==> config.mk <==
export PLATFORM = sky130hd
export DESIGN_NAME = mult_m_seq
export DESIGN_NICKNAME = d
export VERILOG_FILES = /design/src/rtl/mult_m_seq.sv
export SDC_FILE = /design/constraint.sdc
export NUM_CORES = 2
export LEC_CHECK = 0
export BUFFER_PORTS_ARGS = -buffer_cell sky130_fd_sc_hd__clkbuf_2
export CAP_MARGIN = 10
export CORE_ASPECT_RATIO = 0.9
export CORE_MARGIN = 1.5
export CORE_UTILIZATION = 58
export CTS_BUF_LIST = sky130_fd_sc_hd__clkbuf_8
export CTS_CLUSTER_SIZE = 30
export DETAILED_ROUTE_END_ITERATION = 10
export GPL_TIMING_DRIVEN = 1
export PLACE_DENSITY = 0.83
export SLEW_MARGIN = 0
export SYNTH_ARGS = -nofsm -noshare
export SYNTH_HDL_FRONTEND = slang
export SYNTH_SLANG_ARGS = --single-unit
==> constraint.sdc <==
create_clock -name clk -period 30.8 [get_ports clk]
set_clock_uncertainty 0.15 [all_clocks]
set_input_delay 6.16 -clock clk [delete_from_list [all_inputs] [get_ports clk]]
set_output_delay 6.16 -clock clk [all_outputs]
set_load 0.005 [all_outputs]
==> src/rtl/mult_m_seq.sv <==
// Sequential 5x5 signed matrix multiplier: one multiply-accumulate per clock,
// packed row-major operands/result (element 0 at MSBs), sticky overflow flag.
module mult_m_seq #(
    parameter int unsigned N     = 5,
    parameter int unsigned W     = 8,
    parameter int unsigned ACC_W = 20
) (
    input  logic                 clk,
    input  logic                 rst,
    input  logic                 start,
    input  logic                 abort,
    input  logic [N*N*W-1:0]     lin,
    input  logic [N*N*W-1:0]     col,
    output logic                 busy,
    output logic                 done,
    output logic [N*N*W-1:0]     n_out,
    output logic                 ovf
);

    localparam int unsigned TOT_W = N * N * W;
    localparam int unsigned IDX_W = (N > 1) ? $clog2(N) : 1;
    localparam int unsigned OFF_W = $clog2(TOT_W);
    localparam logic [IDX_W-1:0] LAST = IDX_W'(N - 1);

    typedef enum logic [1:0] {
        S_IDLE,
        S_CALC,
        S_DONE
    } state_e;

    state_e                   state_q, state_d;
    logic [IDX_W-1:0]         i_q, i_d;
    logic [IDX_W-1:0]         j_q, j_d;
    logic [IDX_W-1:0]         k_q, k_d;
    logic signed [ACC_W-1:0]  acc_q, acc_d;
    logic [TOT_W-1:0]         a_q, a_d;
    logic [TOT_W-1:0]         b_q, b_d;
    logic [TOT_W-1:0]         res_q, res_d;
    logic                     ovf_q, ovf_d;
    logic                     busy_q, busy_d;
    logic                     done_q, done_d;

    int unsigned              a_lin, b_lin, o_lin;
    logic [OFF_W-1:0]         a_off, b_off, o_off;
    logic signed [W-1:0]      a_el, b_el;
    logic signed [2*W-1:0]    prod;
    logic signed [ACC_W-1:0]  sum;
    logic                     sum_ovr;

    // MAC datapath: select A[i][k] and B[k][j], accumulate into the full-width sum
    always_comb begin
        a_lin   = N * 32'(i_q) + 32'(k_q);
        b_lin   = N * 32'(k_q) + 32'(j_q);
        o_lin   = N * 32'(i_q) + 32'(j_q);
        a_off   = OFF_W'(TOT_W - 1 - W * a_lin);
        b_off   = OFF_W'(TOT_W - 1 - W * b_lin);
        o_off   = OFF_W'(TOT_W - 1 - W * o_lin);
        a_el    = a_q[a_off -: W];
        b_el    = b_q[b_off -: W];
        prod    = a_el * b_el;
        sum     = acc_q + ACC_W'(prod);
        // In range for W bits only when all bits from W-1 upward agree with the sign
        sum_ovr = !((&sum[ACC_W-1:W-1]) || !(|sum[ACC_W-1:W-1]));
    end

    // Next-state and datapath control
    always_comb begin
        state_d = state_q;
        i_d     = i_q;
        j_d     = j_q;
        k_d     = k_q;
        acc_d   = acc_q;
        a_d     = a_q;
        b_d     = b_q;
        res_d   = res_q;
        ovf_d   = ovf_q;

        unique case (state_q)
            S_IDLE: begin
                if (start) begin
                    a_d     = lin;
                    b_d     = col;
                    res_d   = '0;
                    ovf_d   = 1'b0;
                    i_d     = '0;
                    j_d     = '0;
                    k_d     = '0;
                    acc_d   = '0;
                    state_d = S_CALC;
                end
            end
            S_CALC: begin
                if (abort) begin
                    state_d = S_IDLE;
                end else if (k_q != LAST) begin
                    acc_d = sum;
                    k_d   = k_q + IDX_W'(1);
                end else begin
                    res_d[o_off -: W] = sum[W-1:0];
                    ovf_d = ovf_q | sum_ovr;
                    acc_d = '0;
                    k_d   = '0;
                    if (j_q != LAST) begin
                        j_d = j_q + IDX_W'(1);
                    end else begin
                        j_d = '0;
                        if (i_q == LAST) begin
                            i_d     = '0;
                            state_d = S_DONE;
                        end else begin
                            i_d = i_q + IDX_W'(1);
                        end
                    end
                end
            end
            S_DONE: begin
                state_d = S_IDLE;
            end
            default: begin
                state_d = S_IDLE;
            end
        endcase

        busy_d = (state_d == S_CALC);
        done_d = (state_d == S_DONE);
    end

    always_ff @(posedge clk or posedge rst) begin
        if (rst) begin
            state_q <= S_IDLE;
            i_q     <= '0;
            j_q     <= '0;
            k_q     <= '0;
            acc_q   <= '0;
            a_q     <= '0;
            b_q     <= '0;
            res_q   <= '0;
            ovf_q   <= 1'b0;
            busy_q  <= 1'b0;
            done_q  <= 1'b0;
        end else begin
            state_q <= state_d;
            i_q     <= i_d;
            j_q     <= j_d;
            k_q     <= k_d;
            acc_q   <= acc_d;
            a_q     <= a_d;
            b_q     <= b_d;
            res_q   <= res_d;
            ovf_q   <= ovf_d;
            busy_q  <= busy_d;
            done_q  <= done_d;
        end
    end

    assign busy  = busy_q;
    assign done  = done_q;
    assign n_out = res_q;
    assign ovf   = ovf_q;

endmodule

After elaboration in Yosys (flattened, before gate mapping)

Index checks and enable logic that the tools add are counted.
W data, S select, Z words.

Register bits after elaboration: 634
Input bits: 404
Output and inout port bits: 203
Logic and storage cells: 83

Add/sub/neg operators: 11
$mul: 3
Equal/unequal tests: 10
Shift-type cells: 4
Muxes and demuxes: 32
Bitwise operators: 1
Reduce and logical (&&, ||, !) cells: 11

Operators with widths:

| kind                       | count |
|---|---|
| $mux W200                  | 3 |
| $shiftx A207 B9 Y8         | 2 |
| $pmux W200 S2              | 1 |
| $shift A8 B10 Y207 const A | 1 |
| $shiftx A8 B10 Y207        | 1 |
| $bwmux W200                | 1 |
| $mux W20                   | 3 |
| $pmux W20 S2               | 1 |
| $mux W3                    | 10 |
| $sub A8 B8 Y8 const A      | 3 |
| $add A20 B16 Y20           | 1 |
| $pmux W3 S2                | 3 |
| $mul A8 B8 Y16             | 1 |
| $add A5 B3 Y5              | 3 |
| $reduce_and A13 Y1         | 1 |
| $reduce_or A13 Y1          | 1 |
| $mul A3 B3 Y5 const A      | 2 |
| $mux W2                    | 5 |
| $neg A8 Y10                | 1 |
| $add A3 B1 Y3 const B      | 3 |
| $ne A2 B2 Y1 const B       | 4 |
| $ne A3 B3 Y1 const B       | 2 |
| $reduce_and A5 Y1          | 1 |
| $eq A2 B1 Y1 const B       | 2 |
| 13 further kinds           | 16 |

Logic depth before layout (Yosys ltp)

Depth after elaboration: 14
Mapped depth: 33
Mapped depth without buffers: 29

Least setup slack after synthesis

Ideal clock, no wire load.

Kind: register -> register
Start point: register k_q[0]
End point: register ovf_q, in the netlist ovf
Setup time: 138 ps
Data arrival time: 8531 ps
Required time: 30512 ps
Setup slack: 21981 ps
Stages on the path, launching flop included: 24
Path buffers: 0
Period minus slack after synthesis: 8819 ps
Cells stage by stage: dfrtp_1 > ha_1 > ha_1 > inv_1 > fa_1 > xnor2_1 > nor3b_2 > a31oi_1 > a21oi_1 > nor2b_1 > fa_1 > fa_1 > fa_1 > fa_1 > ha_1 > ha_1 > a21o_1 > a211o_2 > a2111o_1 > nand3_2 > a31oi_1 > and4b_4 > o41ai_2 > a221oi_2

Cells in the longest elaborated chain, start to end: 14
Elaborated cells on any way between the ends: 21
Those cells by class: add/sub (5); mul (2); eq/ne (2); shift (2); mux (3); bitwise (1); reduce/logical (6)

RTL lines:

| item                   | line | text |
|---|---|---|
| from (decl)            | 34   | `logic [IDX_W-1:0] k_q, k_d;` |
| from (signal assigned) | 145  | `k_q <= k_d;` |
| $mul A3 B3 Y5          | 53   | `b_lin = N * 32'(k_q) + 32'(j_q);` |
| $add A5 B3 Y5          | 53   |  |
| $sub A8 B8 Y8          | 56   | `b_off = OFF_W'(TOT_W - 1 - W * b_lin);` |
| $shiftx A207 B9 Y8     | 59   | `b_el = b_q[b_off -: W];` |
| $mul A8 B8 Y16         | 60   | `prod = a_el * b_el;` |
| $add A20 B16 Y20       | 61   | `sum = acc_q + ACC_W'(prod);` |
| $reduce_or A13 Y1      | 63   | `sum_ovr = !((&sum[ACC_W-1:W-1]) \|\| !(\|sum[ACC_W-1:W-1]));` |
| $logic_not A1 Y1       | 63   |  |
| $logic_or A1 B1 Y1     | 63   |  |
| $logic_not A1 Y1       | 63   |  |
| $or A1 B1 Y1           | 100  | `ovf_d = ovf_q \| sum_ovr;` |
| $mux W1                | 95   | `end else if (k_q != LAST) begin` |
| $mux W1                | 93   | `if (abort) begin` |
| $pmux W1 S2            | 78   | `unique case (state_q)` |
| to (signal assigned)   | 150  | `ovf_q <= ovf_d;` |
| to (decl)              | 39   | `logic ovf_q, ovf_d;` |

Several ways; a longest one is shown, not always the timed one. The select of a mux whose other input is x is not followed.
A chain may end at the register's enable or synchronous reset.

Worst setup path after layout

Ends and elaborated chain as after synthesis.

==> results.ini <==
[layout]
final_net_count = 4370
drive_gt1_frac = 0.244
finish.utilization = 0.694
synthesis_to_finish_area_growth_pct = 18.2
multi_input_comb_area_mm2 = 0.0149
area.sequential_mm2 = 0.0159
filler_cell_count = 3997

[synth]
synth.cell_area_mm2 = 0.0319
register_area_share_after_synthesis = 0.497
postSynthCellCount = 3226
netlist_top_cells_area = sky130_fd_sc_hd__dfrtp_1, sky130_fd_sc_hd__nand2_1, sky130_fd_sc_hd__mux4_2
mean_instance_size_in_the_synthesized_netlist_um2 = 9.89
ys_ff_latch = 634
synth_edf_count = 0
ys_types = 78
async_reset_ff_frac = 1.00
synth_top_cell_area_share = 0.497
synth.net_count = 3796
yosysWarningCount = 0
top_cell_type_by_total_area_after_synthesis = sky130_fd_sc_hd__dfrtp_1
synth-main-ff-cell = sky130_fd_sc_hd__dfrtp_1

[clock_network]
cts.htree.levels = 3
path_clk_slew_ns = 0.07
cts_tree = yes
postCtsHoldBufs = 0
clock-root-buffer = sky130_fd_sc_hd__clkbuf_8
clk-insertion-delay-late_ns = 0.73
numClockSinks = 634
clock_tree.buffer_depth = 3
number_of_buffers_created_by_cts = 98
cts-resized-gates = 0
post-cts-setup-buffer-count = 0

[critical_path]
top_cell_family_by_delay_on_the_critical_path = adder cells
rr_worst_depth = 26
max_stage_delay_ns = 0.96
crit_path_end_kind = flip-flop
worst_ep_arrival_ns = 9.72
critical_path.reg2reg.endpoint = ovf
critPathLaunchType = flip-flop
cell_type_of_the_slowest_stage_on_the_worst_timing_path = sky130_fd_sc_hd__ha_4
worst-r2r-setup-slack_ns = 21.48
worst-path-buf-inv = 6
worst-path-max-fanout = 50
rr_startpoint = k_q[0]
crit_type = reg2reg
cp_data_required_time_ns = 31.20

[sta]
worst_pin_slew_ns = 1.14
setup_viol = 0
timing.setup.tns_ns = 0
timing.fmax_mhz = 107
rsz_0062_raised_after_global_routing = false
finalHoldViolations = 0
timing.slew.headroom = 0.239
timing.final.crit_period_ns = 9.32
maxSlewViolCount = 0
post_route_fraction_of_the_period_consumed_by_the_critical_path = 0.303

[routing]
ant_nets = 0
drt_iter0_drc = 2641
route.detailed.vias_per_inst = 5.79
route.detailed.wl_per_inst_um = 20.6
drt-total-wl_um = 94600
drc = 0
via_count = 26521
dr.pass1.iters = 6

[min_path]
critical_hold_path_startpoint = a_q[147]
timing.hold.worst_endpoint = a_q[147]
worst_min_path_class = reg2reg
hold_path_depth = 2

[floorplanning]
floorplan.initialDensity = 0.587
area_of_the_core_mm2 = 0.0543
placement_rows = 81
die_outline_height_um = 226
die-width_um = 250
die_area_mm2 = 0.0564
design.portCount = 607

[outcome]
run_status = complete, no violations

[placement]
place_congestion = 0.930
post-dp-hpwl_um = 68200
port_buffers = 606

[global_route]
grt.total_usage = 0.340
maximum_number_of_pins_on_one_net_before_global_route_repair = 247
globalRoute.totalOverflow = 0
grt_pass1_vias = 26506
grt_antenna_before_repair = 6
grt_pass1_wl_um = 147000

[flow_run]
drv_cap = 0

==> stage by stage <==
step	setup WS [ns]	area (um2)	std cells	hold slack, ns
2_1_floorplan	6.73	31900	3226	0.290
3_3_place_gp	21.58	35500	4404	0.303
3_5_place_dp	21.44	35500	4404	0.308
4_1_cts	21.45	37700	4580	0.323
5_1_grt	20.86	37700	4582	0.335
6_report	21.48	37700	4584	0.319
==> metal layers <==
metal	part of all wire	routed length, um	up-vias	global-route usage
li1	-	-	11799	-
met1	0.39	36600	12936	0.450
met2	0.47	44200	1465	0.538
met3	0.091	8620	315	0.0707
met4	0.054	5090	6	0.172
met5	0.00045	43	-	0
==> cell type report <==
| class | count | area share |
|---|---|---|
| repair buffers | 633 | 0.0865 |
| well taps | 705 | 0.0234 |
| flip-flops and latches | 634 | 0.421 |
| diodes | 3 | 0.000199 |
| multi-input cells | 2276 | 0.395 |
| clock buffers | 130 | 0.0475 |
| clock inverters | 46 | 0.0109 |
| inverters | 157 | 0.0158 |
==> cell usage after synthesis (15+ instances only) <==
cell type,count
sky130_fd_sc_hd__o21ai_1,15
sky130_fd_sc_hd__ha_1,74
sky130_fd_sc_hd__o22ai_1,17
sky130_fd_sc_hd__o2bb2ai_1,48
sky130_fd_sc_hd__xnor2_1,17
sky130_fd_sc_hd__a32o_1,19
sky130_fd_sc_hd__clkbuf_1,128
sky130_fd_sc_hd__mux4_2,104
sky130_fd_sc_hd__buf_2,22
sky130_fd_sc_hd__fa_1,92
sky130_fd_sc_hd__nand2b_1,19
sky130_fd_sc_hd__nor2_1,56
sky130_fd_sc_hd__mux2i_1,39
sky130_fd_sc_hd__inv_1,157
sky130_fd_sc_hd__a21oi_1,32
sky130_fd_sc_hd__nand3_1,23
sky130_fd_sc_hd__xor2_1,15
sky130_fd_sc_hd__nand2_1,1360
sky130_fd_sc_hd__dfrtp_1,634
sky130_fd_sc_hd__a22o_1,57
sky130_fd_sc_hd__nor2b_1,32
sky130_fd_sc_hd__o21ai_0,90
==> worst register-to-register path, stage by stage (launching register included) <==
cell,delay [ns]
sky130_fd_sc_hd__dfrtp_1,0.49
sky130_fd_sc_hd__ha_4,0.96
sky130_fd_sc_hd__inv_1,0.17
sky130_fd_sc_hd__ha_2,0.37
sky130_fd_sc_hd__buf_4,0.57
sky130_fd_sc_hd__mux4_2,0.44
sky130_fd_sc_hd__mux4_2,0.51
sky130_fd_sc_hd__mux2i_1,0.45
sky130_fd_sc_hd__nor2_1,0.14
sky130_fd_sc_hd__fa_1,0.53
sky130_fd_sc_hd__inv_1,0.05
sky130_fd_sc_hd__fa_1,0.52
sky130_fd_sc_hd__inv_1,0.05
sky130_fd_sc_hd__fa_1,0.45
sky130_fd_sc_hd__fa_1,0.50
sky130_fd_sc_hd__inv_1,0.05
sky130_fd_sc_hd__fa_1,0.49
sky130_fd_sc_hd__inv_1,0.04
sky130_fd_sc_hd__ha_1,0.35
sky130_fd_sc_hd__o211a_1,0.17
sky130_fd_sc_hd__a211o_2,0.34
sky130_fd_sc_hd__a2111o_1,0.48
sky130_fd_sc_hd__a31oi_1,0.18
sky130_fd_sc_hd__nor2_1,0.09
sky130_fd_sc_hd__o311ai_4,0.28
sky130_fd_sc_hd__and4_2,0.28
sky130_fd_sc_hd__a221oi_2,0.06
==> worst max path at each step <==
stage | start | to | slack [ns] | cells after the start
floorplan | rst | a_q[0] | 6.73 | 1
global placement | k_q[0] | ovf | 21.58 | 26
detailed placement | k_q[0] | ovf | 21.44 | 26
CTS | k_q[0] | ovf | 21.45 | 26
global route | k_q[0] | ovf | 20.86 | 26
finish | k_q[0] | ovf | 21.48 | 26
==> kinds of logic (layout without fill, tap and decap cells) <==
group | count (synthesis) | after routing | share of synthesized area
AOI/OAI and AO/OA | 362 | 362 | 0.0822
other | 0 | 3 | 0
and+or+nand+nor | 1562 | 1562 | 0.196
adders and majority gates | 166 | 166 | 0.0867
xor gates and xnor gates | 39 | 39 | 0.0132
muxes | 147 | 147 | 0.0871
buffers and inverters | 316 | 966 | 0.0380
DFF | 634 | 634 | 0.497
==> cell usage in the layout, fill, tap and decap left out, drive strengths merged, types with 4 or more instances in the layout <==
cell type | netlist | routed
and3 | 11 | 11
or2 | 11 | 11
mux2i | 39 | 39
a32o | 19 | 19
a21boi | 11 | 11
nor2 | 57 | 57
mux4 | 104 | 104
nand4 | 8 | 8
a21o | 13 | 13
ha | 74 | 74
a21oi | 34 | 34
xnor2 | 19 | 19
o211ai | 12 | 12
o22ai | 17 | 17
dfrtp | 634 | 634
xor2 | 16 | 16
buf | 31 | 27
o2bb2ai | 48 | 48
inv | 157 | 182
clkinv | 0 | 14
a211o | 5 | 5
clkbuf | 128 | 736
nand3 | 24 | 24
a211oi | 8 | 8
bufinv | 0 | 6
nand2b | 19 | 19
nor3 | 14 | 14
nor2b | 32 | 32
a22o | 57 | 57
nand3b | 4 | 4
nand2 | 1360 | 1360
mux2 | 4 | 4
fa | 92 | 92
o21ai | 113 | 113
and2 | 10 | 10
a31oi | 6 | 6
==> sequential cells by signal, indices dropped and copies added (netlist names) <==
register and flops:
a_q 200, i_q 3, busy 1, ovf 1
k_q 3, done 1, b_q 200, state_q 2
n_out 200, acc_q 20, j_q 3
Power is not shown: default switching activity piles up to over one toggle a cycle in this logic, so the estimate is an artifact.
